==> config.mk <==
export PLATFORM = sky130hd
export DESIGN_NAME = uart_rx_param
export DESIGN_NICKNAME = d
export VERILOG_FILES = /design/src/rtl/uart_rx_param.sv
export SDC_FILE = /design/constraint.sdc
export NUM_CORES = 1
export LEC_CHECK = 0
export CORE_MARGIN = 2
export CORE_UTILIZATION = 55
export DETAILED_ROUTE_END_ITERATION = 6
export GPL_ROUTABILITY_DRIVEN = 0
export PLACE_DENSITY = 0.73
export SYNTH_ARGS = -nofsm -noshare
export SYNTH_HDL_FRONTEND = slang
export SYNTH_SLANG_ARGS = --single-unit
==> constraint.sdc <==
create_clock -name clock -period 4.15 [get_ports clock]
set_input_delay 0.415 -clock clock [delete_from_list [all_inputs] [get_ports clock]]
set_output_delay 0.415 -clock clock [all_outputs]
set_load 0.02 [all_outputs]
==> src/rtl/uart_rx_param.sv <==
// uart_rx_param: mid-bit sampling UART receiver that feeds a first-word-fall-through FIFO.
// Define UART_RX_PARITY_EN to add a parity bit; ODD_PARITY then selects odd (1) or even (0).
module uart_rx_param #(
    parameter int CLKS_PER_BIT = 434,
    parameter int DATA_BITS    = 8,
    parameter int FIFO_DEPTH   = 4,
    parameter int ODD_PARITY   = 0
) (
    input  logic                        clock,
    input  logic                        clr,
    input  logic                        rx,
    input  logic                        rd_en,
    input  logic                        err_clr,
    output logic [DATA_BITS-1:0]        data,
    output logic                        valid,
    output logic [$clog2(FIFO_DEPTH):0] count,
    output logic                        frame_err,
    output logic                        parity_err,
    output logic                        overrun
);

    // state    | meaning
    // IDLE     | line idle, waiting for a falling edge
    // START    | timing half a bit to confirm the start bit
    // DATA     | sampling data bits LSB-first at mid-bit
    // PARITY   | sampling the parity bit (only with UART_RX_PARITY_EN)
    // STOP     | sampling the stop bit, then push or flag
    // BREAK    | stop bit was low; wait for the line to return high
    typedef enum logic [2:0] {
        S_IDLE, S_START, S_DATA, S_PARITY, S_STOP, S_BREAK
    } state_t;

    localparam int TW = $clog2(CLKS_PER_BIT);
    localparam int IW = $clog2(DATA_BITS);
    localparam int AW = $clog2(FIFO_DEPTH);
    localparam int CW = AW + 1;

    localparam logic [TW-1:0] T_HALF = TW'(CLKS_PER_BIT / 2 - 1);
    localparam logic [TW-1:0] T_LAST = TW'(CLKS_PER_BIT - 1);
    localparam logic [IW-1:0] I_LAST = IW'(DATA_BITS - 1);
    localparam logic [CW-1:0] C_FULL = CW'(FIFO_DEPTH);

    state_t                 state_q, state_d;
    logic [1:0]             sync_q, sync_d;
    logic [TW-1:0]          tmr_q, tmr_d;
    logic [IW-1:0]          idx_q, idx_d;
    logic [DATA_BITS-1:0]   shift_q, shift_d;
    logic                   par_bad_q, par_bad_d;
    logic [DATA_BITS-1:0]   mem_q [FIFO_DEPTH];
    logic [DATA_BITS-1:0]   mem_d [FIFO_DEPTH];
    logic [AW-1:0]          wr_ptr_q, wr_ptr_d;
    logic [AW-1:0]          rd_ptr_q, rd_ptr_d;
    logic [CW-1:0]          count_q, count_d;
    logic                   frame_err_q, frame_err_d;
    logic                   overrun_q, overrun_d;

    logic rx_s;
    logic exp_par;
    logic stop_tick;
    logic push_req;
    logic push;
    logic pop;
    logic full;
    logic empty;

    always_comb begin
        sync_d = {sync_q[0], rx};
    end

    assign rx_s    = sync_q[1];
    assign exp_par = (^shift_q) ^ (ODD_PARITY != 0);

    always_ff @(posedge clock or posedge clr) begin
        if (clr) begin
            state_q <= S_IDLE;
        end else begin
            state_q <= state_d;
        end
    end

    always_comb begin
        state_d = state_q;
        case (state_q)
            S_IDLE: begin
                if (!rx_s) state_d = S_START;
            end
            S_START: begin
                if (tmr_q == T_HALF) state_d = rx_s ? S_IDLE : S_DATA;
            end
            S_DATA: begin
                if (tmr_q == T_LAST && idx_q == I_LAST) begin
`ifdef UART_RX_PARITY_EN
                    state_d = S_PARITY;
`else
                    state_d = S_STOP;
`endif
                end
            end
            S_PARITY: begin
                if (tmr_q == T_LAST) state_d = S_STOP;
            end
            S_STOP: begin
                if (tmr_q == T_LAST) state_d = rx_s ? S_IDLE : S_BREAK;
            end
            S_BREAK: begin
                if (rx_s) state_d = S_IDLE;
            end
            default: state_d = S_IDLE;
        endcase
    end

    // Bit timing and frame assembly; PARITY is unreachable without UART_RX_PARITY_EN.
    always_comb begin
        tmr_d     = '0;
        idx_d     = idx_q;
        shift_d   = shift_q;
        par_bad_d = par_bad_q;
        stop_tick = 1'b0;
        case (state_q)
            S_START: begin
                tmr_d = tmr_q + TW'(1);
                if (tmr_q == T_HALF) begin
                    tmr_d     = '0;
                    idx_d     = '0;
                    par_bad_d = 1'b0;
                end
            end
            S_DATA, S_PARITY, S_STOP: begin
                tmr_d = tmr_q + TW'(1);
                if (tmr_q == T_LAST) begin
                    tmr_d = '0;
                    if (state_q == S_DATA) begin
                        shift_d = {rx_s, shift_q[DATA_BITS-1:1]};
                        idx_d   = idx_q + IW'(1);
                    end
                    if (state_q == S_PARITY) par_bad_d = (rx_s != exp_par);
                    if (state_q == S_STOP)   stop_tick = 1'b1;
                end
            end
            default: ;
        endcase
    end

    always_comb begin
        full     = (count_q == C_FULL);
        empty    = (count_q == '0);
        pop      = rd_en & ~empty;
        push_req = stop_tick & rx_s & ~par_bad_q;
        // A pop in the same cycle frees the slot the push is about to use.
        push     = push_req & (~full | pop);

        mem_d = mem_q;
        if (push) mem_d[wr_ptr_q] = shift_q;
        wr_ptr_d = push ? wr_ptr_q + AW'(1) : wr_ptr_q;
        rd_ptr_d = pop ? rd_ptr_q + AW'(1) : rd_ptr_q;
        case ({push, pop})
            2'b10:   count_d = count_q + CW'(1);
            2'b01:   count_d = count_q - CW'(1);
            default: count_d = count_q;
        endcase

        frame_err_d = (stop_tick & ~rx_s) | (frame_err_q & ~err_clr);
        overrun_d   = (push_req & full & ~pop) | (overrun_q & ~err_clr);
    end

    always_ff @(posedge clock or posedge clr) begin
        if (clr) begin
            sync_q      <= 2'b11;
            tmr_q       <= '0;
            idx_q       <= '0;
            shift_q     <= '0;
            par_bad_q   <= 1'b0;
            mem_q       <= '{default: '0};
            wr_ptr_q    <= '0;
            rd_ptr_q    <= '0;
            count_q     <= '0;
            frame_err_q <= 1'b0;
            overrun_q   <= 1'b0;
        end else begin
            sync_q      <= sync_d;
            tmr_q       <= tmr_d;
            idx_q       <= idx_d;
            shift_q     <= shift_d;
            par_bad_q   <= par_bad_d;
            mem_q       <= mem_d;
            wr_ptr_q    <= wr_ptr_d;
            rd_ptr_q    <= rd_ptr_d;
            count_q     <= count_d;
            frame_err_q <= frame_err_d;
            overrun_q   <= overrun_d;
        end
    end

`ifdef UART_RX_PARITY_EN
    logic parity_err_q, parity_err_d;

    always_comb begin
        parity_err_d = (stop_tick & par_bad_q) | (parity_err_q & ~err_clr);
    end

    always_ff @(posedge clock or posedge clr) begin
        if (clr) begin
            parity_err_q <= 1'b0;
        end else begin
            parity_err_q <= parity_err_d;
        end
    end

    assign parity_err = parity_err_q;
`else
    assign parity_err = 1'b0;
`endif

    assign data      = mem_q[rd_ptr_q];
    assign valid     = ~empty;
    assign count     = count_q;
    assign frame_err = frame_err_q;
    assign overrun   = overrun_q;

endmodule

==> flow_summary.json, run 1 <==
{
  "synth_ff_type": "dfrtp_1",
  "path_clk_slew_ns": 0.07,
  "start_kind": "flop",
  "worstRegToRegCells": 9,
  "ir_worst_vdd_uv": 297,
  "utilization": 0.648,
  "ys_top_cells_by_count": "dfrtp_1 (65), mux2_2 (40), nor2_1 (13)",
  "ys.warnings.count": 0,
  "pre_cts_ws_ns": 1.23,
  "grt_pass1_vias": 1991,
  "initial_utilization": 0.562,
  "ys_ff_latch": 67,
  "crit_required_ns": 3.73,
  "grt.overflow.total": 0,
  "final_cells": 345,
  "worstHoldPathType": "reg2reg",
  "setup_slack_ns": 1.51,
  "syn_area_um2": 3270,
  "cts_root_buffer": "clkbuf_8",
  "drv_cap": 0,
  "seq_power_share": 0.458,
  "hpwl_um": 3600,
  "yosysMostFrequentCell": "dfrtp_1",
  "synthAdderAreaFrac": 0.0444,
  "crit_fanout": 10,
  "ant_nets": 0,
  "wl_per_cell_um": 16.2,
  "rows": 28,
  "routed_wl_um": 5590,
  "clock_skew_ns": 0.00705,
  "netlist_instances": 243,
  "pwr_density_cell_nw_per_um2": 434,
  "cts_tree": "done",
  "cts_sinks": 67,
  "min_period_ns": 2.64,
  "status": "complete, no violations",
  "grt_antenna_before_repair": 0,
  "grtUsageTotal": 0.200,
  "cts.htree.levels": 3,
  "critPathCaptureType": "output port",
  "io_pins": 20,
  "hold_buffers": 0,
  "cts_made_buffers": 9,
  "p_leak_uw": 0.00176,
  "drive_above_1_share": 0.278,
  "path_class": "reg2out",
  "ys_seq_area_frac": 0.514,
  "synth_nets": 259,
  "synth-edff-count": 0,
  "clkPwrFrac": 0.425,
  "yosys.area_share.simple": 0.112,
  "clock_latency_ns": 0.33,
  "synth_top_area_cell": "dfrtp_1",
  "drt-initial-drc-count": 68,
  "p_int_uw": 1250,
  "dr.pass1.iters": 4,
  "postCtsSetupBuffers": 0,
  "finalHoldViolations": 0,
  "maxSlewViolCount": 0,
  "timing.final.crit_share": 0.637,
  "whs_path_depth": 0,
  "syn-mean-instance-area_um2": 13.4,
  "coreArea_um2": 5820,
  "async_flop_share": 1.00,
  "grt_pass1_wl_um": 9800,
  "antennaDiodeCount": 0,
  "port_buffers": 18,
  "relSlewSlack": 0.304,
  "drc": 0,
  "synth_top_family_by_area": "multiplexers",
  "tightest_slew_ns": 1.04,
  "ctsResizeCount": 0,
  "critPathArrivalTime_ns": 2.23,
  "p_comb_frac": 0.117,
  "fp.dieArea_um2": 6570,
  "dieHeight_um": 81.1,
  "synthDistinctLibCells": 48,
  "synth_xor_xnor_area_share": 0.0579,
  "syn_to_final_growth_pct": 15.5,
  "fin_nets": 281,
  "yosys-top-cells-area": "dfrtp_1 (50%), mux2_2 (14%), mux4_2 (5.5%), ha_1 (3.8%), xnor2_1 (3.2%)",
  "dp_cells": 329,
  "rsz0062_at_grt": "no",
  "p_switching_uw": 391,
  "tns_ns": 0,
  "synth_top_cell_area_share": 0.498,
  "dieWidth_um": 81.1,
  "synth_compound_area_frac": 0.0402,
  "muxShareOfSynthArea": 0.205,
  "whs_ns": 0.357,
  "drt-vias-per-instance": 5.60,
  "finalSetupViolations": 0,
  "grt_max_degree": 52,
  "num_vias": 1933,
  "clockBufferDepth": 2,
  "fmax_mhz": 378,
  "switching_share": 0.239
}
-- sequential cells by signal, summed over array words and instances, names as in the netlist, 2 cells and up --
signal    cells
wr_ptr_q      2
state_q       3
sync_q        2
shift_q       8
tmr_q         9
rd_ptr_q      2
idx_q         3
count         3
mem_q        32
-- path summary, 6_finish.rpt --
check                                              from                    to  slack (ns)
worst max-delay path            rd_ptr_q[0]$_DFFE_PP0P_               data[6]        1.51
worst min-delay path                sync_q[0]$_DFF_PP1_   sync_q[1]$_DFF_PP1_        0.36
worst max register to register     count[0]$_DFFE_PP0P_  count[2]$_DFFE_PP0P_        1.60
worst min register to register      sync_q[0]$_DFF_PP1_   sync_q[1]$_DFF_PP1_        0.36
max in group asynchronous                           clr   sync_q[0]$_DFF_PP1_        2.62
min in group asynchronous                           clr    tmr_q[3]$_DFF_PP0_        0.66
-- layout make-up --
type                    count  area [um^2]
flip-flops and latches     67         1680
well taps                  75         93.8
clock inverters             5          125
inverters                  11         41.3
repair buffers             20          195
clock buffers              11          131
multi-input cells         156         1510
fillers                   467         2040
-- kinds of logic (layout without fill, tap and decap cells) --
logic type / count (synthesis) / after routing
other: 1 / 1
adders and majority gates: 11 / 11
buffers and inverters: 20 / 47
muxes: 51 / 51
DFF: 67 / 67
AOI/OAI and AO/OA: 18 / 18
xor gates and xnor gates: 20 / 20
and+or+nand+nor: 55 / 55
-- power by group through the flow --
stage | clock, uW | combinational (uW) | sequential [uW]
after floorplan | 0 | 154 | 729
after global routing | 742 | 213 | 759
after global placement | 0 | 189 | 764
after detailed placement | 0 | 193 | 765
final | 695 | 192 | 750
after CTS | 711 | 195 | 752
-- layout by cell type, fill, tap and decap left out, drive strengths merged, types with 2 or more instances in the layout --
cell           netlist  final
dfstp                2      2
bufinv               0      4
and2                 3      3
and3                 3      3
a22o                 2      2
nor3                 3      3
clkdlybuf4s50        0     18
o211ai               2      2
mux4                 8      8
mux2                42     42
xor2                 7      7
nand2                9      9
dfrtp               65     65
clkbuf               5     11
o21ai                4      4
nand4b               2      2
nand3                8      8
inv                 11     11
o32ai                2      2
xnor2               12     12
nor2                13     13
nor2b                3      3
and4b                2      2
buf                  4      2
ha                  10     10
nand2b               2      2
-- worst max-delay path, stage by stage (launching register included) --
cell	delay [ns]
dfrtp_1	0.75
mux4_2	0.60
clkdlybuf4s50_1	0.55
-- metal layers --
metal  vias to the layer above  GRT usage  share of wire
met3                        14     0.0400          0.028
met4                         0     0.0966          0.025
met2                        38      0.286           0.45
met5                         -          0              0
met1                       973      0.294           0.49
li1                        908          -              -
-- per-stage QoR --
step / instance area (um^2) / total power (uW)
finish: 3770 / 1640
global route: 3770 / 1710
CTS: 3770 / 1660
detailed placement: 3510 / 958
global placement: 3510 / 953
floorplan: 3270 / 884
Power figures use the tool's default switching activity.
==> inputs of run 2 (changes only) <==
Clock period 4.15 ns to 2.5 ns, I/O delays scaled along.
==> flow_summary.json, run 2 (synthesis results as in run 1) <==
{
  "clockBufferDepth": 2,
  "grt_max_degree": 68,
  "setup_slack_ns": 0.177,
  "pre_cts_ws_ns": 0.0801,
  "fp.dieArea_um2": 6570,
  "routed_wl_um": 5710,
  "io_pins": 20,
  "path_class": "reg2reg",
  "start_kind": "flop",
  "crit_fanout": 6,
  "cts_tree": "done",
  "ctsResizeCount": 0,
  "fin_nets": 287,
  "rsz0062_at_grt": "no",
  "clock_latency_ns": 0.34,
  "hpwl_um": 3740,
  "worstReg2RegStart": "tmr_q[0]$_DFF_PP0_",
  "dp_cells": 335,
  "initial_utilization": 0.562,
  "final_cell_mix": "dfrtp_1 (65), mux2_2 (40), clkdlybuf4s50_1 (18)",
  "tightest_slew_ns": 0.638,
  "tns_ns": 0,
  "crit_required_ns": 2.76,
  "startpoint": "tmr_q[0]$_DFF_PP0_",
  "critPathArrivalTime_ns": 2.58,
  "dieWidth_um": 81.1,
  "antennaDiodeCount": 0,
  "timing.rr.end": "count[2]$_DFFE_PP0P_",
  "num_vias": 1936,
  "top_regs": "mem_q x32, tmr_q x9, shift_q x8",
  "critPathCaptureType": "flop",
  "drc": 0,
  "cts_made_buffers": 9,
  "path_clk_slew_ns": 0.07,
  "grt_antenna_before_repair": 0,
  "grt.overflow.total": 0,
  "ff2ff_setup_slack_ns": 0.18,
  "worstRegToRegCells": 10,
  "hold_buffers": 0,
  "finalSetupViolations": 0,
  "maxSlewViolCount": 0,
  "cts.htree.levels": 3,
  "drive_above_1_share": 0.297,
  "wl_per_cell_um": 16.3,
  "final_cells": 351,
  "rows": 28,
  "cts_sinks": 67,
  "timing.final.crit_share": 0.929,
  "drt-vias-per-instance": 5.52,
  "grtUsageTotal": 0.198,
  "dieHeight_um": 81.1,
  "pwr_density_cell_nw_per_um2": 729,
  "mostFrequentLayoutCell": "dfrtp_1",
  "ir_worst_vdd_uv": 443,
  "status": "complete, no violations",
  "worstHoldPathType": "in2async",
  "cts_root_buffer": "clkbuf_8",
  "syn_to_final_growth_pct": 17.8,
  "drt-initial-drc-count": 73,
  "drv_cap": 0,
  "relSlewSlack": 0.569,
  "p_leak_uw": 0.00181,
  "min_period_ns": 2.32,
  "dr.pass1.iters": 4,
  "top_register": "mem_q",
  "endpoint": "count[2]$_DFFE_PP0P_",
  "coreArea_um2": 5820,
  "fmax_mhz": 431,
  "clock_skew_ns": 0.00799,
  "port_buffers": 18,
  "finalHoldViolations": 0,
  "grt_pass1_wl_um": 9540,
  "grt_pass1_vias": 1931,
  "largest_reg_flops": 32,
  "postCtsSetupBuffers": 0,
  "ant_nets": 0
}
run 2: cell types whose count changed in the layout (fill, tap and decap cells not counted):
cell	before	now
buf_12	0	1
buf_4	2	7
clkinv_2	1	0
clkbuf_1	2	1
clkbuf_8	9	11
run 2: worst min-delay path by stage:
stage	from	to	slack (ns)	cells after the start
after floorplan	rx	sync_q[0]$_DFF_PP1_	0.25	0
after global placement	sync_q[0]$_DFF_PP1_	sync_q[1]$_DFF_PP1_	0.35	0
after detailed placement	sync_q[0]$_DFF_PP1_	sync_q[1]$_DFF_PP1_	0.35	0
after CTS	clr	mem_q[5]$_DFFE_PP0P_	0.30	3
after global routing	rx	sync_q[0]$_DFF_PP1_	0.32	1
final	clr	mem_q[14]$_DFFE_PP0P_	0.30	3
run 2: critical path, stage by stage (launching register included):
cell and delay [ns]:
dfrtp_1 0.42, ha_1 0.21, and4bb_2 0.27, and2_1 0.18, nand3_1 0.14, ha_1 0.20, inv_1 0.06, fa_1 0.37
xor2_1 0.15, nor2_1 0.11, xor2_1 0.14
run 2: cell type report:
class	count	area, um^2
timing repair buffer	26	253
fill	439	1970
sequential	67	1680
inverter	11	41.3
clock inverter	4	120
clock buffer	12	155
multi-input combinational	156	1510
tap	75	93.8
run 2: per-stage QoR:
| step | instance area [um^2] | power, uW | utilization | hold WS (ns) |
|---|---|---|---|---|
| 3_5_place_dp | 3570 | 1610 | 0.614 | 0.351 |
| 6_report | 3850 | 2800 | 0.662 | 0.297 |
| 3_3_place_gp | 3570 | 1600 | 0.614 | 0.346 |
| 4_1_cts | 3850 | 2830 | 0.662 | 0.305 |
| 2_1_floorplan | 3270 | 1470 | - | 0.254 |
| 5_1_grt | 3850 | 2930 | 0.662 | 0.323 |
run 2: layer usage:
metal	wire length [um]	GRT usage	vias to the layer above
met5	0	0	-
met4	61	0.0797	0
met3	169	0.0533	5
met2	2690	0.283	26
met1	2790	0.288	978
li1	-	-	927
run 2: power by group:
| part | internal, uW | switching (uW) | leakage (uW) |
|---|---|---|---|
| logic | 193 | 195 | 0.000766 |
| registers | 1130 | 69.8 | 0.000903 |
| clock network | 819 | 396 | 0.000137 |
| total | 2140 | 661 | 0.00181 |
